**src/rtl/kangaroo_video_pkg.sv**
```systemverilog
// kangaroo_video_pkg
// Shared raster timing defaults for the Kangaroo video path and the
// position type used by the counters. DEF_CW is the default width of
// each position counter; the DEF_H_* / DEF_V_* constants describe a
// 384 x 264 raster with a 256 x 240 visible window.
package kangaroo_video_pkg;

    localparam int DEF_CW           = 9;

    localparam int DEF_H_TOTAL      = 384;
    localparam int DEF_H_ACTIVE     = 256;
    localparam int DEF_H_SYNC_START = 296;
    localparam int DEF_H_SYNC_END   = 328;

    localparam int DEF_V_TOTAL      = 264;
    localparam int DEF_V_ACTIVE     = 240;
    localparam int DEF_V_SYNC_START = 244;
    localparam int DEF_V_SYNC_END   = 247;

    typedef logic [DEF_CW-1:0] pos_t;

endpackage

```
**src/rtl/video_sync_gen_if.sv**
```systemverilog
// video_sync_gen_if
// Raster timing bus between the sync generator and its consumers.
//   _CE      pixel advance enable (prescaler RCO), into the generator
//   _HCNT    horizontal position
//   _VCNT    vertical position
//   _HSYNC   horizontal sync, active-low
//   _VSYNC   vertical sync, active-low
//   _HBLANK  horizontal blanking
//   _VBLANK  vertical blanking
//   _FRAME   one-cycle frame-start strobe
//   _CSYNC   composite sync, active-low (only with VIDEO_SYNC_GEN_CSYNC_EN)
// master: the generator side. slave: the consumer/driver side.
interface video_sync_gen_if #(
    parameter int CW = kangaroo_video_pkg::DEF_CW
);
    logic          _CE;
    logic [CW-1:0] _HCNT;
    logic [CW-1:0] _VCNT;
    logic          _HSYNC;
    logic          _VSYNC;
    logic          _HBLANK;
    logic          _VBLANK;
    logic          _FRAME;
`ifdef VIDEO_SYNC_GEN_CSYNC_EN
    logic          _CSYNC;
`endif

    modport master (
        input  _CE,
        output _HCNT, _VCNT, _HSYNC, _VSYNC, _HBLANK, _VBLANK, _FRAME
`ifdef VIDEO_SYNC_GEN_CSYNC_EN
        , output _CSYNC
`endif
    );

    modport slave (
        output _CE,
        input  _HCNT, _VCNT, _HSYNC, _VSYNC, _HBLANK, _VBLANK, _FRAME
`ifdef VIDEO_SYNC_GEN_CSYNC_EN
        , input _CSYNC
`endif
    );

endinterface

```
**src/rtl/video_mod_counter.sv**
```systemverilog
// video_mod_counter
// Modulo-MOD up-counter with enable and terminal-count output.
//   _CLK   clock
//   _CLR   asynchronous active-high clear
//   _CE    count enable
//   count  current value, 0..MOD-1
//   _TC    high when enabled and count is at MOD-1 (the wrap edge)
module video_mod_counter #(
    parameter int W   = 9,
    parameter int MOD = 384
) (
    input  logic         _CLK,
    input  logic         _CLR,
    input  logic         _CE,
    output logic [W-1:0] count,
    output logic         _TC
);

    localparam logic [W-1:0] LAST = W'(MOD - 1);

    logic [W-1:0] count_q;
    logic [W-1:0] count_d;

    always_comb begin
        count_d = count_q;
        if (_CE) begin
            count_d = (count_q == LAST) ? '0 : count_q + 1'b1;
        end
    end

    always_ff @(posedge _CLK or posedge _CLR) begin
        if (_CLR) begin
            count_q <= '0;
        end else begin
            count_q <= count_d;
        end
    end

    assign count = count_q;
    assign _TC   = _CE && (count_q == LAST);

endmodule

```
**src/rtl/video_sync_gen.sv**
```systemverilog
// video_sync_gen
// Raster timing generator: cascaded horizontal/vertical position counters
// with registered sync, blanking and frame-start decode.
//   _CLK  system clock (rising edge)
//   _CLR  asynchronous active-high reset
//   vif   video_sync_gen_if.master: _CE in; _HCNT, _VCNT, _HSYNC, _VSYNC,
//         _HBLANK, _VBLANK, _FRAME (and _CSYNC) out
// Optional feature macro: VIDEO_SYNC_GEN_CSYNC_EN adds the registered
// active-low composite sync _CSYNC = _HSYNC & _VSYNC.
module video_sync_gen
    import kangaroo_video_pkg::*;
#(
    parameter int CW           = DEF_CW,
    parameter int H_TOTAL      = DEF_H_TOTAL,
    parameter int H_ACTIVE     = DEF_H_ACTIVE,
    parameter int H_SYNC_START = DEF_H_SYNC_START,
    parameter int H_SYNC_END   = DEF_H_SYNC_END,
    parameter int V_TOTAL      = DEF_V_TOTAL,
    parameter int V_ACTIVE     = DEF_V_ACTIVE,
    parameter int V_SYNC_START = DEF_V_SYNC_START,
    parameter int V_SYNC_END   = DEF_V_SYNC_END
) (
    input  logic             _CLK,
    input  logic             _CLR,
    video_sync_gen_if.master vif
);

    if (!(H_ACTIVE < H_SYNC_START && H_SYNC_START < H_SYNC_END &&
          H_SYNC_END <= H_TOTAL && H_TOTAL <= (1 << CW))) begin : g_bad_h
        $error("video_sync_gen: illegal horizontal timing parameters");
    end
    if (!(V_ACTIVE < V_SYNC_START && V_SYNC_START < V_SYNC_END &&
          V_SYNC_END <= V_TOTAL && V_TOTAL <= (1 << CW))) begin : g_bad_v
        $error("video_sync_gen: illegal vertical timing parameters");
    end

    // Sync end compared as "<= END-1" so END = 2**CW still fits in CW bits.
    localparam logic [CW-1:0] H_ACT = CW'(H_ACTIVE);
    localparam logic [CW-1:0] H_SS  = CW'(H_SYNC_START);
    localparam logic [CW-1:0] H_SEL = CW'(H_SYNC_END - 1);
    localparam logic [CW-1:0] V_ACT = CW'(V_ACTIVE);
    localparam logic [CW-1:0] V_SS  = CW'(V_SYNC_START);
    localparam logic [CW-1:0] V_SEL = CW'(V_SYNC_END - 1);

    logic [CW-1:0] h_cnt, v_cnt;
    logic [CW-1:0] h_nxt, v_nxt;
    logic          h_tc, v_tc;

    video_mod_counter #(.W(CW), .MOD(H_TOTAL)) u_h_cnt (
        ._CLK (_CLK),
        ._CLR (_CLR),
        ._CE  (vif._CE),
        .count(h_cnt),
        ._TC  (h_tc)
    );

    video_mod_counter #(.W(CW), .MOD(V_TOTAL)) u_v_cnt (
        ._CLK (_CLK),
        ._CLR (_CLR),
        ._CE  (h_tc),
        .count(v_cnt),
        ._TC  (v_tc)
    );

    logic hsync_q, hsync_d;
    logic vsync_q, vsync_d;
    logic hblank_q, hblank_d;
    logic vblank_q, vblank_d;
    logic frame_q, frame_d;

    // Decode the values the counters will hold after this edge, so the
    // registered decode lines up with the counts in the same cycle.
    always_comb begin
        h_nxt = h_cnt;
        v_nxt = v_cnt;
        if (vif._CE) begin
            h_nxt = h_tc ? '0 : h_cnt + 1'b1;
        end
        if (h_tc) begin
            v_nxt = v_tc ? '0 : v_cnt + 1'b1;
        end
        hsync_d  = !((h_nxt >= H_SS) && (h_nxt <= H_SEL));
        vsync_d  = !((v_nxt >= V_SS) && (v_nxt <= V_SEL));
        hblank_d = (h_nxt >= H_ACT);
        vblank_d = (v_nxt >= V_ACT);
        // v_tc already implies _CE and the horizontal wrap.
        frame_d  = v_tc;
    end

    always_ff @(posedge _CLK or posedge _CLR) begin
        if (_CLR) begin
            hsync_q  <= 1'b1;
            vsync_q  <= 1'b1;
            hblank_q <= 1'b0;
            vblank_q <= 1'b0;
            frame_q  <= 1'b0;
        end else begin
            hsync_q  <= hsync_d;
            vsync_q  <= vsync_d;
            hblank_q <= hblank_d;
            vblank_q <= vblank_d;
            frame_q  <= frame_d;
        end
    end

`ifdef VIDEO_SYNC_GEN_CSYNC_EN
    logic csync_q, csync_d;

    always_comb begin
        csync_d = hsync_d & vsync_d;
    end

    always_ff @(posedge _CLK or posedge _CLR) begin
        if (_CLR) begin
            csync_q <= 1'b1;
        end else begin
            csync_q <= csync_d;
        end
    end

    assign vif._CSYNC = csync_q;
`endif

    assign vif._HCNT   = h_cnt;
    assign vif._VCNT   = v_cnt;
    assign vif._HSYNC  = hsync_q;
    assign vif._VSYNC  = vsync_q;
    assign vif._HBLANK = hblank_q;
    assign vif._VBLANK = vblank_q;
    assign vif._FRAME  = frame_q;

endmodule

```
**src/flat_wrapper.sv**
```systemverilog
// flat-port wrapper written by rule: the top's interface ports become plain ports
module video_sync_gen_flat import kangaroo_video_pkg::*;
#(
    parameter int CW           = DEF_CW,
    parameter int H_TOTAL      = DEF_H_TOTAL,
    parameter int H_ACTIVE     = DEF_H_ACTIVE,
    parameter int H_SYNC_START = DEF_H_SYNC_START,
    parameter int H_SYNC_END   = DEF_H_SYNC_END,
    parameter int V_TOTAL      = DEF_V_TOTAL,
    parameter int V_ACTIVE     = DEF_V_ACTIVE,
    parameter int V_SYNC_START = DEF_V_SYNC_START,
    parameter int V_SYNC_END   = DEF_V_SYNC_END
)
  (_CLK, _CLR, vif__CE, vif__HCNT, vif__VCNT, vif__HSYNC, vif__VSYNC, vif__HBLANK, vif__VBLANK, vif__FRAME);
  video_sync_gen_if #(.CW(CW)) vif_i ();
  input  logic _CLK;
  input  logic _CLR;
  input wire logic [$bits(vif_i._CE)-1:0] vif__CE;
  output wire logic [$bits(vif_i._HCNT)-1:0] vif__HCNT;
  output wire logic [$bits(vif_i._VCNT)-1:0] vif__VCNT;
  output wire logic [$bits(vif_i._HSYNC)-1:0] vif__HSYNC;
  output wire logic [$bits(vif_i._VSYNC)-1:0] vif__VSYNC;
  output wire logic [$bits(vif_i._HBLANK)-1:0] vif__HBLANK;
  output wire logic [$bits(vif_i._VBLANK)-1:0] vif__VBLANK;
  output wire logic [$bits(vif_i._FRAME)-1:0] vif__FRAME;
  assign vif_i._CE = vif__CE;
  assign vif__HCNT = vif_i._HCNT;
  assign vif__VCNT = vif_i._VCNT;
  assign vif__HSYNC = vif_i._HSYNC;
  assign vif__VSYNC = vif_i._VSYNC;
  assign vif__HBLANK = vif_i._HBLANK;
  assign vif__VBLANK = vif_i._VBLANK;
  assign vif__FRAME = vif_i._FRAME;
  video_sync_gen #(.CW(CW), .H_TOTAL(H_TOTAL), .H_ACTIVE(H_ACTIVE), .H_SYNC_START(H_SYNC_START), .H_SYNC_END(H_SYNC_END), .V_TOTAL(V_TOTAL), .V_ACTIVE(V_ACTIVE), .V_SYNC_START(V_SYNC_START), .V_SYNC_END(V_SYNC_END)) u_core (._CLK(_CLK), ._CLR(_CLR), .vif(vif_i));
endmodule
```
**config.mk**
```make
export PLATFORM = sky130hd
export DESIGN_NAME = video_sync_gen_flat
export DESIGN_NICKNAME = d
export VERILOG_FILES = /design/src/rtl/kangaroo_video_pkg.sv /design/src/rtl/video_sync_gen_if.sv /design/src/rtl/video_mod_counter.sv /design/src/rtl/video_sync_gen.sv /design/src/flat_wrapper.sv
export SDC_FILE = /design/constraint.sdc
export NUM_CORES = 1
export LEC_CHECK = 0
export ABC_AREA = 1
export BUFFER_PORTS_ARGS = -buffer_cell sky130_fd_sc_hd__buf_4
export CORE_MARGIN = 4
export CORE_UTILIZATION = 25
export CTS_BUF_LIST = sky130_fd_sc_hd__clkbuf_4
export CTS_CLUSTER_SIZE = 8
export DETAILED_ROUTE_END_ITERATION = 8
export SYNTH_ARGS = -nofsm -noshare
export SYNTH_HDL_FRONTEND = slang
export SYNTH_SLANG_ARGS = --single-unit
```
**constraint.sdc**
```tcl
create_clock -name _CLK -period 1.7 [get_ports _CLK]
set_input_delay 0.17 -clock _CLK [delete_from_list [all_inputs] [get_ports _CLK]]
set_output_delay 0.17 -clock _CLK [all_outputs]
set_load 0.02 [all_outputs]
```
Word-level counts from Yosys, hierarchy flattened
Cells that the tools add are included.
{"block": "word_totals", "register_bits": 23, "in_bits": 3, "output_inout_bits": 23, "elab_cells": 29}
{"block": "classes", "addsub": 2, "n_lt_le_gt_ge": 6, "n_eq_ne": 2, "n_mux": 6, "n_reduce_logical": 6}
{"op": "$mux 9", "count": 6}
{"op": "$add 9x1->9 const B", "count": 2}
{"op": "$eq 9x9->1 const B", "count": 2}
{"op": "$ge 9x8->1 const B", "count": 2}
{"op": "$ge 9x9->1 const B", "count": 2}
{"op": "$le 9x8->1 const B", "count": 1}
{"op": "$le 9x9->1 const B", "count": 1}
{"op": "$logic_and 1x1->1", "count": 4}
{"op": "$logic_not 1->1", "count": 2}

Longest topological paths before layout
{"block": "logic_depth", "ltp_word": 8, "mapped_depth": 11, "depth_no_buf": 11}

Cells and area by module
Synthesis repeated with hierarchy kept, for this count alone.
{"block": "unflattened", "hier_cells": 242, "area_unflattened_um2": 1689.1}
{"module": "video_sync_gen", "n_inst": 1, "cells_per_inst": 118, "area_each_um2": 688.2, "seq_area_each_um2": 127.6}
{"module": "video_mod_counter at u_core.u_h_cnt", "n_inst": 1, "cells_per_inst": 60, "area_each_um2": 501.7, "seq_area_each_um2": 225.2}
{"module": "video_mod_counter at u_core.u_v_cnt", "n_inst": 1, "cells_per_inst": 64, "area_each_um2": 499.2, "seq_area_each_um2": 225.2}

Worst setup path after synthesis
No wires, ideal clock.
{"block": "synth_path", "path_type": "reg2reg", "startpoint": "register u_core.u_h_cnt.count_q[0] (netlist: u_core.u_h_cnt.count[0])", "endpoint": "register u_core.vsync_q (netlist: u_core.vif._VSYNC)", "setup_time_ns": 0.085, "arrival_ns": 1.614, "t_required_ns": 1.615, "path_slack_ns": 0.000, "path_stages_with_launch": 10, "n_path_buf": 1, "synth_period_minus_slack_ns": 1.700, "cell_sequence": "dfrtp_1 -> ha_1 -> nand3_4 -> nor2_4 -> nand2_4 -> buf_6 -> o21ai_2 -> nand2_2 -> nor3_2 -> nand3_1"}
{"block": "synth_between", "elab_chain_cells": 8, "word_cells_on_any_way": 9, "classes_between": "order compare: 2; eq/ne: 1; mux: 2; reduce/logical: 4"}
{"item": "start, declared", "line": "video_mod_counter.sv:21", "text": "logic [W-1:0] count_q;"}
{"item": "start signal, assigned", "line": "video_mod_counter.sv:35", "text": "count_q <= count_d;"}
{"item": "$eq 9x9->1 (*)", "line": "video_mod_counter.sv:40", "text": "assign _TC = _CE && (count_q == LAST);"}
{"item": "$logic_and 1x1->1 (*)", "line": "video_mod_counter.sv:40"}
{"item": "$logic_and 1x1->1", "line": "video_mod_counter.sv:40"}
{"item": "$mux 9", "line": "video_sync_gen.sv:80", "text": "v_nxt = v_tc ? '0 : v_cnt + 1'b1;"}
{"item": "$mux 9 (*)", "line": "video_sync_gen.sv:79", "text": "if (h_tc) begin"}
{"item": "$ge 9x8->1 / $le 9x8->1 (equally long branches)", "line": "video_sync_gen.sv:83", "text": "vsync_d = !((v_nxt >= V_SS) && (v_nxt <= V_SEL));"}
{"item": "$logic_and 1x1->1 (*)", "line": "video_sync_gen.sv:83"}
{"item": "$logic_not 1->1 (*)", "line": "video_sync_gen.sv:83"}
{"item": "via u_core.vsync_d", "line": "video_sync_gen.sv:66", "text": "logic vsync_q, vsync_d;"}
{"item": "end signal, assigned", "line": "video_sync_gen.sv:99", "text": "vsync_q <= vsync_d;"}
{"item": "end, declared", "line": "video_sync_gen.sv:66"}
The timed path passes the listed nets; every way through them passes the cells marked *.
A chain may end at the register's enable or synchronous reset.

Worst setup path after layout
{"block": "layout_path", "startpoint": "register u_core.u_h_cnt.count_q[1] (netlist: u_core.u_h_cnt.count[1])", "endpoint": "register u_core.vsync_q (netlist: u_core.vif._VSYNC)"}
The elaborated chain is that of the path after synthesis.

==> impl_metrics.py <==
metrics = {
    "cells_and_area": {
        "fin_nets": 207,
        "ff_latch_area_um2": 578.1,
        "layout-drive-gt1-share_pct": 29.35,
        "multi_input_area_um2": 573.1,
        "fill_cells": 502,
        "area_growth_pct": 34.24,
        "antenna_cells": 0,
        "design_area_um2": 1673,
    },
    "status": {
        "outcome": "complete, no violations",
    },
    "yosys": {
        "synthTopCellsByArea": "dfrtp_1 42%, nand2_1 13%, inv_1 10%",
        "syn-instance-count": 160,
        "synth_top_family_by_area": "simple AND/OR/NAND/NOR gates",
        "synth.yosys.seq_area_share_pct": 46.39,
        "syn_area_um2": 1246,
        "synth_nets": 165,
        "synth.area.mux_share_pct": 0.8032,
        "synth_fa_ha_area_share_pct": 2.008,
        "yosys.area_share.simple_pct": 31.22,
        "synth_area_leader_cell": "dfrtp_1",
        "yosysWarnings": 0,
        "synth_top_area_share_pct": 42.17,
        "ys_ff_latch": 23,
        "synth-compound-area-share_pct": 4.217,
        "yosys.cell_types.count": 24,
        "syn_area_per_cell_um2": 7.789,
        "synth_xor_area_share_pct": 4.217,
    },
    "clock_tree": {
        "htree_levels": 1,
        "clock_path_buffers": 2,
        "clock_latency_ns": 0.32,
        "root_buffer": "clkbuf_4",
        "path_clk_slew_ns": 0.13,
        "clkSinkCount": 23,
        "cts-buffers-inserted": 3,
        "cts_tree": "yes",
    },
    "place": {
        "gp_congestion": 0.8145,
        "portBuffers": 25,
        "postPlaceCellArea_um2": 1567,
        "dp_slack_ns": 0.01548,
        "post-dp-hpwl_mm": 2.123,
    },
    "timing": {
        "slew_headroom_pct": 78.91,
        "tightest_slew_ns": 0.3131,
        "finalCritPeriodShare_pct": 93.40,
        "final.setup.tns_ns": 0,
        "min_period_ns": 1.588,
        "skew_ns": 0.007200,
        "hold_viol_final": 0,
        "setup_viol": 0,
        "rsz0062_at_grt": "true",
        "slew_violations": 0,
        "layout_setup_ws_ns": 0.1122,
        "max_freq_ghz": 0.6298,
    },
    "die": {
        "row_count": 25,
        "dieArea_um2": 6178,
        "core_area_um2": 4786,
        "num_io_pins": 26,
        "die_w_um": 78.60,
        "initial_utilization_pct": 26.04,
        "die-height_um": 78.60,
    },
    "power_and_ir_drop": {
        "swShare_pct": 39.92,
        "p_per_area_nw_per_um2": 1088,
        "leakagePower_nw": 0.8800,
        "p_comb_share_pct": 42.4,
        "p_switching_uw": 726.4,
        "power.internal_mw": 1.093,
        "ir_drop_uv": 356.1,
        "seq_power_share_pct": 42.2,
        "power.share.clock_pct": 15.4,
    },
    "critical_path": {
        "critPathMaxFanout": 7,
        "crit_type": "flop to flop",
        "cp_slowest_stage_delay_ns": 0.42,
        "cp.required_ns": 1.95,
        "critPathArrivalTime_ns": 1.83,
        "slowest_stage": "dfrtp_1",
        "endpoint_kind": "flop",
        "crit_chain": "ha_4 > nand3_4 > nor2_4 > nand2_4 > inv_2 > nand2_1 > xor2_1 > nor2_1 > nand3_1",
        "ff2ff_setup_slack_ns": 0.11,
        "crit_path_start_kind": "flop",
    },
    "route": {
        "wire_per_inst_um": 10.75,
        "wl_met3_um": 105,
        "dr.first_iter.drc_count": 56,
        "dr.pass1.iters": 4,
        "routed_via_density": 4.131,
        "wl_met2_mm": 1.340,
        "wl_met1_mm": 1.386,
        "drtAntennaViolNets": 0,
        "post-route-drc-count": 0,
        "top_layer": "met4",
        "drt_wl_total_mm": 2.881,
        "vias": 1107,
    },
    "global_routing": {
        "grt.total_usage_pct": 9.665,
        "grt_max_degree": 24,
        "gr-total-overflow": 0,
        "grt_pass1_vias": 1073,
        "antenna_found_initial": 0,
        "grt_pass1_wl_mm": 4.809,
    },
    "job": {
        "drv_cap": 0,
    },
    "hold_path": {
        "hold_class": "primary input to flop",
    },
}
-- sequential cells by signal (all words and copies together), names as in the netlist --
register and flops:
u_core.u_h_cnt.count 9, u_core.u_v_cnt.count 9, u_core.vif._FRAME 1, u_core.vif._HBLANK 1, u_core.vif._HSYNC 1, u_core.vif._VBLANK 1
u_core.vif._VSYNC 1
-- what timing repair did --
item / 4_1_cts / 5_1_grt
hold buffers: 1 / 0
buffers inserted: 0 / 3
cloned: 0 / 1
endpoints found under the setup margin: 1 / 4
endpoints found under the hold margin: 21 / 0
resized for setup: 1 / 9
pin swaps: 0 / 5
-- routing by layer --
metal | up-vias | GRT usage [%]
met2 | 22 | 15.45
li1 | 563 | -
met3 | 4 | 1.147
met1 | 518 | 12.84
met4 | 0 | 4.720
met5 | - | 0
-- cell usage after synthesis --
library cell	n
nand3b_1	1
nor3_1	1
dfrtp_1	21
inv_1	34
nor2_4	1
or2_2	1
nand2_1	42
xor2_1	6
nor2_1	20
nand3_1	10
buf_6	1
nand4_1	2
o21ai_0	6
nand2_2	1
ha_1	2
mux2i_1	1
o22ai_1	1
and2_2	1
nand3_4	1
nor3_2	1
dfstp_2	2
o21ai_2	1
o31ai_1	1
nand2_4	2
-- power groups by stage --
stage | clock network, mW | registers, mW | logic, mW
3_3_place_gp | 0 | 0.766 | 0.751
5_1_grt | 0.306 | 0.788 | 0.862
4_1_cts | 0.282 | 0.758 | 0.760
6_report | 0.279 | 0.768 | 0.772
3_5_place_dp | 0 | 0.769 | 0.754
2_1_floorplan | 0 | 0.905 | 0.295
-- kinds of logic (layout without fill, tap and decap cells) --
group | after synthesis | after routing
AO/OA/AOI/OAI | 9 | 9
multiplexers | 1 | 1
AND/OR/NAND/NOR | 84 | 85
flip-flops | 23 | 23
adder cells (fa/ha/maj) | 2 | 2
XOR/XNOR | 6 | 6
buffers and inverters | 35 | 75
-- stage by stage --
step	cells	power, mW	hold WS [ns]	utilization (%)
final	268	1.820	0.07397	34.95
after global routing	268	1.957	0.07824	34.95
after CTS	264	1.800	0.07689	33.62
after detailed placement	259	1.523	0.2358	32.73
after global placement	259	1.517	0.2395	32.73
after floorplan	160	1.201	0.1704	-
-- path summary, 6_finish.rpt --
check                                                          from                                   to  cells past startpoint
worst max-delay path            u_core.u_h_cnt.count[1]$_DFFE_PP0P_          u_core.vif._VSYNC$_DFF_PP1_                      9
worst min-delay path                                        vif__CE  u_core.u_h_cnt.count[0]$_DFFE_PP0P_                      2
worst min register to register  u_core.u_h_cnt.count[0]$_DFFE_PP0P_  u_core.u_h_cnt.count[0]$_DFFE_PP0P_                      2
min in group asynchronous                                      _CLR         u_core.vif._HBLANK$_DFF_PP0_                      4
max in group asynchronous                                      _CLR          u_core.vif._VSYNC$_DFF_PP1_                      4
worst max register to register  u_core.u_h_cnt.count[1]$_DFFE_PP0P_          u_core.vif._VSYNC$_DFF_PP1_                      9
-- cells in the final DEF, fill, tap and decap left out, drive strengths merged --
cell type,synthesis,layout
and2,1,1
buf,1,36
clkbuf,0,4
dfrtp,21,21
dfstp,2,2
dlygate4sd3,0,1
ha,2,2
inv,34,34
mux2i,1,1
nand2,45,46
nand3,11,11
nand3b,1,1
nand4,2,2
nor2,21,21
nor3,2,2
o21ai,7,7
o22ai,1,1
o31ai,1,1
or2,1,1
xor2,6,6
-- critical path, delay by kind of cell, from the launching register on --
family	cells	cell delay, ns
simple gates	6	0.66
flops	1	0.42
buf+inv	1	0.11
fa+ha+maj	1	0.17
xor+xnor	1	0.15
-- final cells by class --
| cell class | instances | share of cell area [%] |
|---|---|---|
| inverters | 34 | 7.629 |
| flip-flops and latches | 23 | 34.56 |
| repair buffers | 37 | 16.75 |
| multi-input cells | 103 | 34.26 |
| well taps | 67 | 5.011 |
| clock buffers | 4 | 1.795 |
(Power assumes the default switching activity.)
